--- src/rtl/seg7_pkg.sv ---
// Shared types and constants for the two-digit hex 7-segment scanner.
package seg7_pkg;

    // Scan sequence: lit digit, blank gap, lit digit, blank gap.
    typedef enum logic [1:0] {
        DIG0 = 2'd0,
        BLK0 = 2'd1,
        DIG1 = 2'd2,
        BLK1 = 2'd3
    } seg7_state_e;

    // Segment patterns {g,f,e,d,c,b,a}, active-high, indexed by nibble value.
    localparam logic [6:0] HEX_SEG [16] = '{
        7'h3F, 7'h06, 7'h5B, 7'h4F, 7'h66, 7'h6D, 7'h7D, 7'h07,
        7'h7F, 7'h6F, 7'h77, 7'h7C, 7'h39, 7'h5E, 7'h79, 7'h71
    };

    // Cycles each digit stays lit; floored at 4 so the FSM always has room to run.
    function automatic int unsigned seg7_dwell(input int unsigned clk_freq,
                                               input int unsigned refresh_hz);
        int unsigned d;
        d = clk_freq / refresh_hz;
        return (d < 32'd4) ? 32'd4 : d;
    endfunction

endpackage

--- src/rtl/seg7_hex_decode.sv ---
// Combinational nibble to 7-segment decoder (active-high segments).
module seg7_hex_decode
    import seg7_pkg::*;
(
    input  logic [3:0] nib_i,
    output logic [6:0] seg_o
);

    assign seg_o = HEX_SEG[nib_i];

endmodule

--- src/rtl/seg7_hex_scanner.sv ---
// Two-digit multiplexed hex display driver with inter-digit blanking and
// tear-free frame-boundary updates.
// Optional build macro LEADING_ZERO_BLANK_EN: keeps the left digit dark when
// the high nibble is zero (DIG1 timing unchanged).
module seg7_hex_scanner
    import seg7_pkg::*;
#(
    parameter int unsigned CLK_FREQ     = 25_000_000,
    parameter int unsigned REFRESH_HZ   = 1_000,
    parameter int unsigned BLANK_CYCLES = 64,
    parameter bit          ACTIVE_LOW   = 1'b1
) (
    input  logic       clk,
    input  logic       rst,
    input  logic [7:0] value_i,
    input  logic       value_valid_i,
    output logic [6:0] seg_o,
    output logic       dp_o,
    output logic [1:0] an_o
);

    localparam int unsigned DWELL = seg7_dwell(CLK_FREQ, REFRESH_HZ);
    // BLANK_CYCLES is below DWELL, so DWELL sets the counter width.
    localparam int          CNT_W = $clog2(DWELL);
    localparam logic [CNT_W-1:0] DIG_LAST = CNT_W'(DWELL - 1);
    localparam logic [CNT_W-1:0] BLK_LAST = CNT_W'(BLANK_CYCLES - 1);

    // Pin-level "off" patterns; polarity is folded into the output registers.
    localparam logic [6:0] SEG_INV = {7{ACTIVE_LOW}};
    localparam logic       DP_INV  = ACTIVE_LOW;
    localparam logic [1:0] AN_INV  = {2{ACTIVE_LOW}};

    seg7_state_e      state_q;
    logic [CNT_W-1:0] cnt_q;
    logic [7:0]       pending_q;
    logic [7:0]       shadow_q;
    logic             upd_q;
    logic [6:0]       seg_q;
    logic             dp_q;
    logic [1:0]       an_q;

    logic [6:0] seg_lo, seg_hi;
    logic       last;
    logic [7:0] shadow_d;
    logic [6:0] seg_d;
    logic       dp_d;
    logic [1:0] an_d;

    seg7_hex_decode u_dec_lo (.nib_i(shadow_q[3:0]), .seg_o(seg_lo));
    seg7_hex_decode u_dec_hi (.nib_i(shadow_q[7:4]), .seg_o(seg_hi));

    // Next-state helpers and the logical display pattern for the current state.
    // Outputs are registered from the current state, so every state is visible
    // for exactly its own length, one cycle behind the FSM.
    always_comb begin
        last     = ((state_q == DIG0) || (state_q == DIG1)) ? (cnt_q == DIG_LAST)
                                                            : (cnt_q == BLK_LAST);
        // A strobe on the boundary edge bypasses pending straight into shadow.
        shadow_d = value_valid_i ? value_i : pending_q;
        seg_d    = '0;
        dp_d     = 1'b0;
        an_d     = '0;
        case (state_q)
            DIG0: begin
                an_d  = 2'b01;
                seg_d = seg_lo;
                dp_d  = upd_q;
            end
            DIG1: begin
                an_d  = 2'b10;
                seg_d = seg_hi;
`ifdef LEADING_ZERO_BLANK_EN
                if (shadow_q[7:4] == 4'h0) begin
                    an_d  = 2'b00;
                    seg_d = '0;
                end
`endif
            end
            default: ;
        endcase
    end

    // Scan FSM, value capture/shadowing and registered pin drivers.
    always_ff @(posedge clk) begin
        if (rst) begin
            state_q   <= DIG0;
            cnt_q     <= '0;
            pending_q <= 8'h00;
            shadow_q  <= 8'h00;
            upd_q     <= 1'b0;
            seg_q     <= SEG_INV;
            dp_q      <= DP_INV;
            an_q      <= AN_INV;
        end else begin
            if (value_valid_i)
                pending_q <= value_i;

            seg_q <= seg_d ^ SEG_INV;
            dp_q  <= dp_d ^ DP_INV;
            an_q  <= an_d ^ AN_INV;

            if (last) begin
                cnt_q <= '0;
                case (state_q)
                    DIG0: state_q <= BLK0;
                    BLK0: state_q <= DIG1;
                    DIG1: state_q <= BLK1;
                    default: begin
                        // Frame boundary: the only place shadow may change.
                        state_q  <= DIG0;
                        shadow_q <= shadow_d;
                        upd_q    <= (shadow_d != shadow_q);
                    end
                endcase
            end else begin
                cnt_q <= cnt_q + CNT_W'(1);
            end
        end
    end

    assign seg_o = seg_q;
    assign dp_o  = dp_q;
    assign an_o  = an_q;

endmodule
--- config.mk ---
export PLATFORM = sky130hd
export DESIGN_NAME = seg7_hex_scanner
export DESIGN_NICKNAME = d
export VERILOG_FILES = /design/src/rtl/seg7_pkg.sv /design/src/rtl/seg7_hex_decode.sv /design/src/rtl/seg7_hex_scanner.sv
export SDC_FILE = /design/constraint.sdc
export NUM_CORES = 1
export LEC_CHECK = 0
export CORE_AREA = 2 2 66 68
export DETAILED_ROUTE_END_ITERATION = 10
export DIE_AREA = 0 0 68 70
export GPL_ROUTABILITY_DRIVEN = 1
export PLACE_DENSITY = 0.81
export SLEW_MARGIN = 25
export SYNTH_ARGS = -nofsm -noshare
export SYNTH_HDL_FRONTEND = slang
export SYNTH_HIERARCHICAL = 1
export SYNTH_SLANG_ARGS = --single-unit
--- constraint.sdc ---
create_clock -name clk -period 4.5 [get_ports clk]
set_clock_uncertainty 0.15 [all_clocks]
set_input_delay 1.35 -clock clk [delete_from_list [all_inputs] [get_ports clk]]
set_output_delay 1.35 -clock clk [all_outputs]
set_load 0.1 [all_outputs]
==> impl_metrics.csv <==
group,metric,value,unit
critical_path,arrival,1740,ps
critical_path,path_max_fanout,1,
placed_design,place.port_buffers,20,
critical_path,worstPathRequired,3000,ps
critical_path,cp-end-kind,"output pin",
floorplanning,die-area,4760,µm²
cts,cts_made_buffers,5,
global_routing,antenna_found_initial,0,
yosys,postSynthCellCount,256,
yosys,syn_nets,285,
route,drt_iter0_markers,133,
cts,cts_setup_buffers,0,
route,wl_per_cell,13.0,µm
cts,cts_hold_buf,0,
sta,fmax,0.308,GHz
floorplanning,io-pin-count,21,
cts,clock_path_buffers,2,
global_routing,grt_pass1_wl,7.27,mm
run,drv_cap,0,
yosys,yosysSeqAreaShare,37.0,%
yosys,synth_seq_cells,44,
critical_path,critPathLaunchType,"flop",
sta,hold_violations,0,
critical_path,crit_chain,"clkdlybuf4s50_1",
route,drtAntennaViolNets,0,
cts,root_buffer,"clkbuf_8",
placed_design,place_congestion,0.786,
global_routing,gr-total-overflow,0,
route,drt_first_pass_iters,6,
floorplanning,die_y,70,µm
cells_and_area,antennaDiodeCount,0,
route,drc_errors,0,
sta,post-route-min-period,3240,ps
route,num_vias,1737,
sta,report.final.slew_viol_count,0,
cts,cts_sinks,44,
critical_path,cp.depth,1,
cts,clk_pin_slew,80,ps
critical_path,crit_buf_inv,1,
global_routing,grt_usage,19.9,%
power_and_ir_drop,leakage,1.08,nW
critical_path,cp-startpoint,"seg_o[2]$_SDFF_PP1_",
sta,tns,0,ps
critical_path,critPathTopFamily,"buffers and inverters",
cts,htree_levels,2,
cells_and_area,finalNonFillerCells,325,
cts,cts_tree,"done",
cells_and_area,fill_cells,343,
floorplanning,core_area,4140,µm²
placed_design,hpwl,2.99,mm
critical_path,r2r_cells,5,
sta,tightest_slew,965,ps
sta,rsz0062_at_grt,"no",
power_and_ir_drop,ir_drop,0.000199,V
floorplanning,std_cell_rows,24,
floorplanning,start_util,57.4,%
cells_and_area,seq_area,881,µm²
critical_path,cp_slowest_cell,"clkdlybuf4s50_1",
sta,setup_viol,0,
route,routed_wl,4.22,mm
hold_path,whs_path_depth,1,
cells_and_area,multi_input_area,1340,µm²
critical_path,criticalPathCategory,"flop to output pin",
hold_path,worstHoldStart,"upd_q$_SDFFE_PP0P_",
run_status,status,"finished, final reports clean",
hold_path,min_path_type,"flop to flop",
critical_path,slowest_delay,1130,ps
placed_design,place_inst,318,
cts,cts_resized,0,
power_and_ir_drop,powerDensity,276,nW/µm²
cells_and_area,drive_gt1_share,6.96,%
yosys,synth_area,2380,µm²
cells_and_area,syn_to_final_growth,12.7,%
sta,relSlewSlack,35.5,%
floorplanning,die_x,68,µm
global_routing,grt_start_max_net_pins,24,
yosys,ys.warnings.count,6,
sta,finalCritPeriodShare,72.1,%
cells_and_area,nNetsFinal,302,
yosys,synth.distinct_cells,41,
route,via_per_inst,5.34,
global_routing,grt_pass1_vias,1609,
placed_design,dpl_cell_area,2580,µm²
cts,clk_latency,300,ps
critical_path,reg2reg_from,"cnt_q[7]$_SDFF_PP0_",
cells_and_area,fin_area,2680,µm²
yosys,syn_avg_cell_area,9.30,µm²
[worst paths after layout]
kind	end	slack [ps]
max	seg_o[2]	1260
min	dp_o$_SDFF_PP1_	270
max reg2reg	shadow_q[7]$_SDFFE_PP0P_	2320
min reg2reg	dp_o$_SDFF_PP1_	270
[power by group]
part | internal (mW) | switching [mW]
sequential | 0.399 | 0.00437
clock | 0.137 | 0.127
combinational | 0.0252 | 0.0484
total | 0.561 | 0.180
[cell usage after synthesis]
library cell    number  area, µm²
dfxtp_1             44        881
nor2_1              38        143
inv_1               26       97.6
mux2i_1             21        210
ha_1                18        225
xor2_1              15        131
a22oi_1              9       67.6
nand2_1              8       30.0
nor3_1               6       30.0
xnor2_1              6       52.6
a21oi_1              5       25.0
nand3_1              5       25.0
nand4_1              5       31.3
nor2b_1              5       31.3
buf_2                4       20.0
clkbuf_1             4       15.0
mux2_2               4       45.0
nand2b_1             3       18.8
nor4_1               3       18.8
and3_1               2       12.5
buf_6                2       22.5
mux2_4               2       30.0
mux4_1               2       52.6
nand4b_1             2       17.5
a21o_1               1       7.51
a21o_2               1       8.76
a21oi_2              1       8.76
a31o_2               1       8.76
a32oi_1              1       8.76
and2b_1              1       7.51
and3_2               1       7.51
and4b_1              1       10.0
dlymetal6s2s_1       1       12.5
nand3b_1             1       7.51
nor4b_1              1       8.76
o31a_1               1       8.76
o31ai_1              1       7.51
o32a_1               1       10.0
or2b_1               1       7.51
or3_1                1       6.26
or4b_1               1       10.0
[registers in the layout, summed over array words and instances (netlist names)]
name	cells
shadow_q	8
cnt_q	15
an_o	2
dp_o	1
seg_o	7
state_q	2
upd_q	1
pending_q	8
[cell type report]
| cell class | count | share of cell area, % |
|---|---|---|
| clock buffers | 7 | 3.59 |
| inverters | 26 | 3.64 |
| multi-input cells | 175 | 49.8 |
| flip-flops and latches | 44 | 32.8 |
| well taps | 52 | 2.43 |
| repair buffers | 21 | 7.74 |
[metrics by stage]
step           setup WS [ps]  util [%]  power, mW  hold WS [ps]
6_report                1260      64.7      0.741           268
5_1_grt                 1210      64.7      0.766           295
4_1_cts                 1240      64.6      0.749           272
3_5_place_dp            1140      62.3      0.486           250
3_3_place_gp            1170      62.3      0.484           244
2_1_floorplan           1660         -      0.465           208
[logic make-up (layout without fill, tap and decap cells)]
family / Yosys count / count (layout) / share of synthesized area, %
muxes: 29 / 29 / 14.2
xor gates and xnor gates: 21 / 21 / 7.73
AOI/OAI and AO/OA: 22 / 22 / 6.78
and+or+nand+nor: 85 / 85 / 17.8
DFF: 44 / 44 / 37.0
buffers and inverters: 37 / 54 / 7.04
adders and majority gates: 18 / 18 / 9.46
[layer usage]
| metal | vias to the layer above | global-route usage (%) | share of wire (%) |
|---|---|---|---|
| met2 | 36 | 30.2 | 46 |
| met3 | 7 | 3.86 | 3.4 |
| met5 | - | 0 | 0 |
| met1 | 802 | 27.3 | 49 |
| li1 | 892 | - | - |
| met4 | 0 | 8.22 | 1.7 |
[cell usage in the layout (no fill, tap or decap), types with 6 or more instances in the layout]
cell type / n
xor2_1: 15
clkdlybuf4s50_1: 20
ha_1: 18
xnor2_1: 6
clkbuf_8: 7
nor2_1: 38
nor3_1: 6
nand2_1: 8
inv_1: 26
mux2i_1: 21
a22oi_1: 9
dfxtp_1: 44
(Power assumes the default switching activity.)
==> variant: new RTL, same settings <==
Register the input `value_i` before use. The logic sees it one clock later. The other inputs are not delayed to match.
--- a/src/rtl/seg7_hex_scanner.sv
+++ b/src/rtl/seg7_hex_scanner.sv
@@ -30,6 +30,12 @@
     localparam logic       DP_INV  = ACTIVE_LOW;
     localparam logic [1:0] AN_INV  = {2{ACTIVE_LOW}};
 
+    logic [7:0] value_q;
+
+    always_ff @(posedge clk) begin
+        value_q <= value_i;
+    end
+
     seg7_state_e      state_q;
     logic [CNT_W-1:0] cnt_q;
     logic [7:0]       pending_q;
@@ -56,7 +62,7 @@
         last     = ((state_q == DIG0) || (state_q == DIG1)) ? (cnt_q == DIG_LAST)
                                                             : (cnt_q == BLK_LAST);
         // A strobe on the boundary edge bypasses pending straight into shadow.
-        shadow_d = value_valid_i ? value_i : pending_q;
+        shadow_d = value_valid_i ? value_q : pending_q;
         seg_d    = '0;
         dp_d     = 1'b0;
         an_d     = '0;
@@ -93,7 +99,7 @@
             an_q      <= AN_INV;
         end else begin
             if (value_valid_i)
-                pending_q <= value_i;
+                pending_q <= value_q;
 
             seg_q <= seg_d ^ SEG_INV;
             dp_q  <= dp_d ^ DP_INV;
Check against the original RTL: no difference found for any inputs over 10 cycles, from zero or initial values and one cycle with rst high; that may be too few to reach the edited logic, so the function may still have changed.
==> variant against the unedited design <==
Wire length decreased by 0.26%. Critical path type unchanged. Non-clock buffer count fell by 1. Setup slack got worse by 27 ps. First-iteration DRC count down 23%. Area after synthesis up 6.6%. Power increased by 20%. Final area is 6.8% higher. Synthesized cell count is 3.5% higher. Sequential cell count up 8.
==> variant: results (changes against the unedited design) <==
CTS
  • Clock slew at reported path FFs: 90 ps
  • # resized after CTS: 0 (unchanged)
  • Maximum clock path buffer count: 2 (unchanged)
  • Worst-Skew Late Latency: 300 ps (about the same)
  • H-tree levels: 2 (unchanged)
  • TritonCTS Buffers: 5 (unchanged)

Drt
  • Routed vias/inst: 5.35 (+0.11%)
  • Number of DRC markers in iteration 0: 102 (-23%)
  • Pre-antenna DRT Iters: 4 (-2)
  • Routed len/inst: 12.6 um (-2.9%)

Worst setup path
  • Crit-path leading delay family: buffers and inverters
  • Worst-path fanout max: 1 (unchanged)
  • CP arrival: 1770 ps (+30 ps)
  • Crit-path slowest cell: clkdlybuf4s50_1

Placed design
  • DP HPWL: 3090 um (+3.5%)
  • Port buffer count: 20 (unchanged)
  • Post-DP Area: 2740 sq um (+5.9%)
  • Placer's final routability congestion estimate: 0.788 (+0.25%)
  • Pre-CTS setup slack: 1150 ps (+12.6 ps)

Synthesis
  • Most frequent cells after synthesis: 52 x dfxtp_1, 38 x nor2_1, 25 x inv_1
  • Post-synth EDFFs: 0 (unchanged)
  • Syn Nets: 294 (+3.2%)
  • Sequential area share after synthesis: 41.0% (+4.0 points)
  • Main synth FF type: dfxtp_1
  • Cell variety after synth: 44 (+7.3%)
  • Area contributors post-synth: dfxtp_1 41%, ha_1 8.9%, mux2i_1 7.5%, nor2_1 5.6%, xor2_1 5.2%

GRT
  • Vias in the first global route: 1661 (+3.2%)
  • GRT Overall Usage: 19.9% (about the same)
  • Initial antenna violation count: 0 (unchanged)
  • First-pass GRT wire length: 7330 um (+0.95%)
  • Largest net degree at the start of global routing: 24 (unchanged)

Final layout
  • Most flops, register: cnt_q
  • NumNets Final: 310 (+2.6%)
  • Ratio of cells with drive above 1 in the final layout: 7.09% (+0.13 points)

Power
  • Pleak: 1.16 nW (+8.2%)
  • Worst VDD drop: 0.229 mV (+15%)

Timing
  • Worst slew pin tran: 962 ps (-3.16 ps)

Run status
  • Status: complete, no violations
variant: metal layers:
metal / wire length, um / vias to the layer above / track usage, %
li1: - / 917 / -
met2: 2060 / 41 / 32.6
met5: 0 / - / 0
met1: 1960 / 824 / 26.1
met4: 36 / 0 / 4.67
met3: 145 / 5 / 4.83
variant: path summary, 6_finish.rpt:
| check | from | endpoint | slack (ps) | depth (start not counted) |
|---|---|---|---|---|
| worst max register to register | cnt_q[7] | shadow_q[5] | 2250 | 5 |
| worst max-delay path | seg_o[6] | seg_o[6] | 1230 | 1 |
| worst min register to register | upd_q | dp_o | 250 | 1 |
| worst min-delay path | upd_q | dp_o | 250 | 1 |
variant: area by class of cell:
cell class                 count  area (sq um)
tap                           52          65.1
fill                         329          1280
clock buffer                   7          96.3
multi-input combinational    176          1340
inverter                      26          97.6
timing repair buffer          20           200
sequential                    52          1040
clock inverter                 1          30.0
variant: logic make-up (layout without fill, tap and decap cells):
kind of cell               after synthesis  after routing  synth area share (%)
adders and majority gates               18             18                  8.88
buffers and inverters                   37             54                  6.51
DFF                                     52             52                  41.0
xor gates and xnor gates                22             22                  7.59
and+or+nand+nor                         87             87                  17.3
AOI/OAI and AO/OA                       23             23                  6.90
muxes                                   26             26                  11.8
variant: power by group:
group	total, W	leakage (nW)	switching, W	internal, W
registers	0.000479	0.427	0.00000515	0.000473
clock network	0.000339	0.0645	0.000143	0.000196
logic	0.0000714	0.672	0.0000469	0.0000245
variant: stage by stage:
stage / hold slack [ps] / utilization [%] / total power, W / instances
final: 248 / 69.1 / 0.000889 / 334
after detailed placement: 226 / 66.0 / 0.000562 / 326
after global placement: 214 / 66.0 / 0.000560 / 326
after floorplan: 208 / - / 0.000541 / 265
after global routing: 285 / 69.1 / 0.000923 / 334
after CTS: 250 / 69.1 / 0.000898 / 334
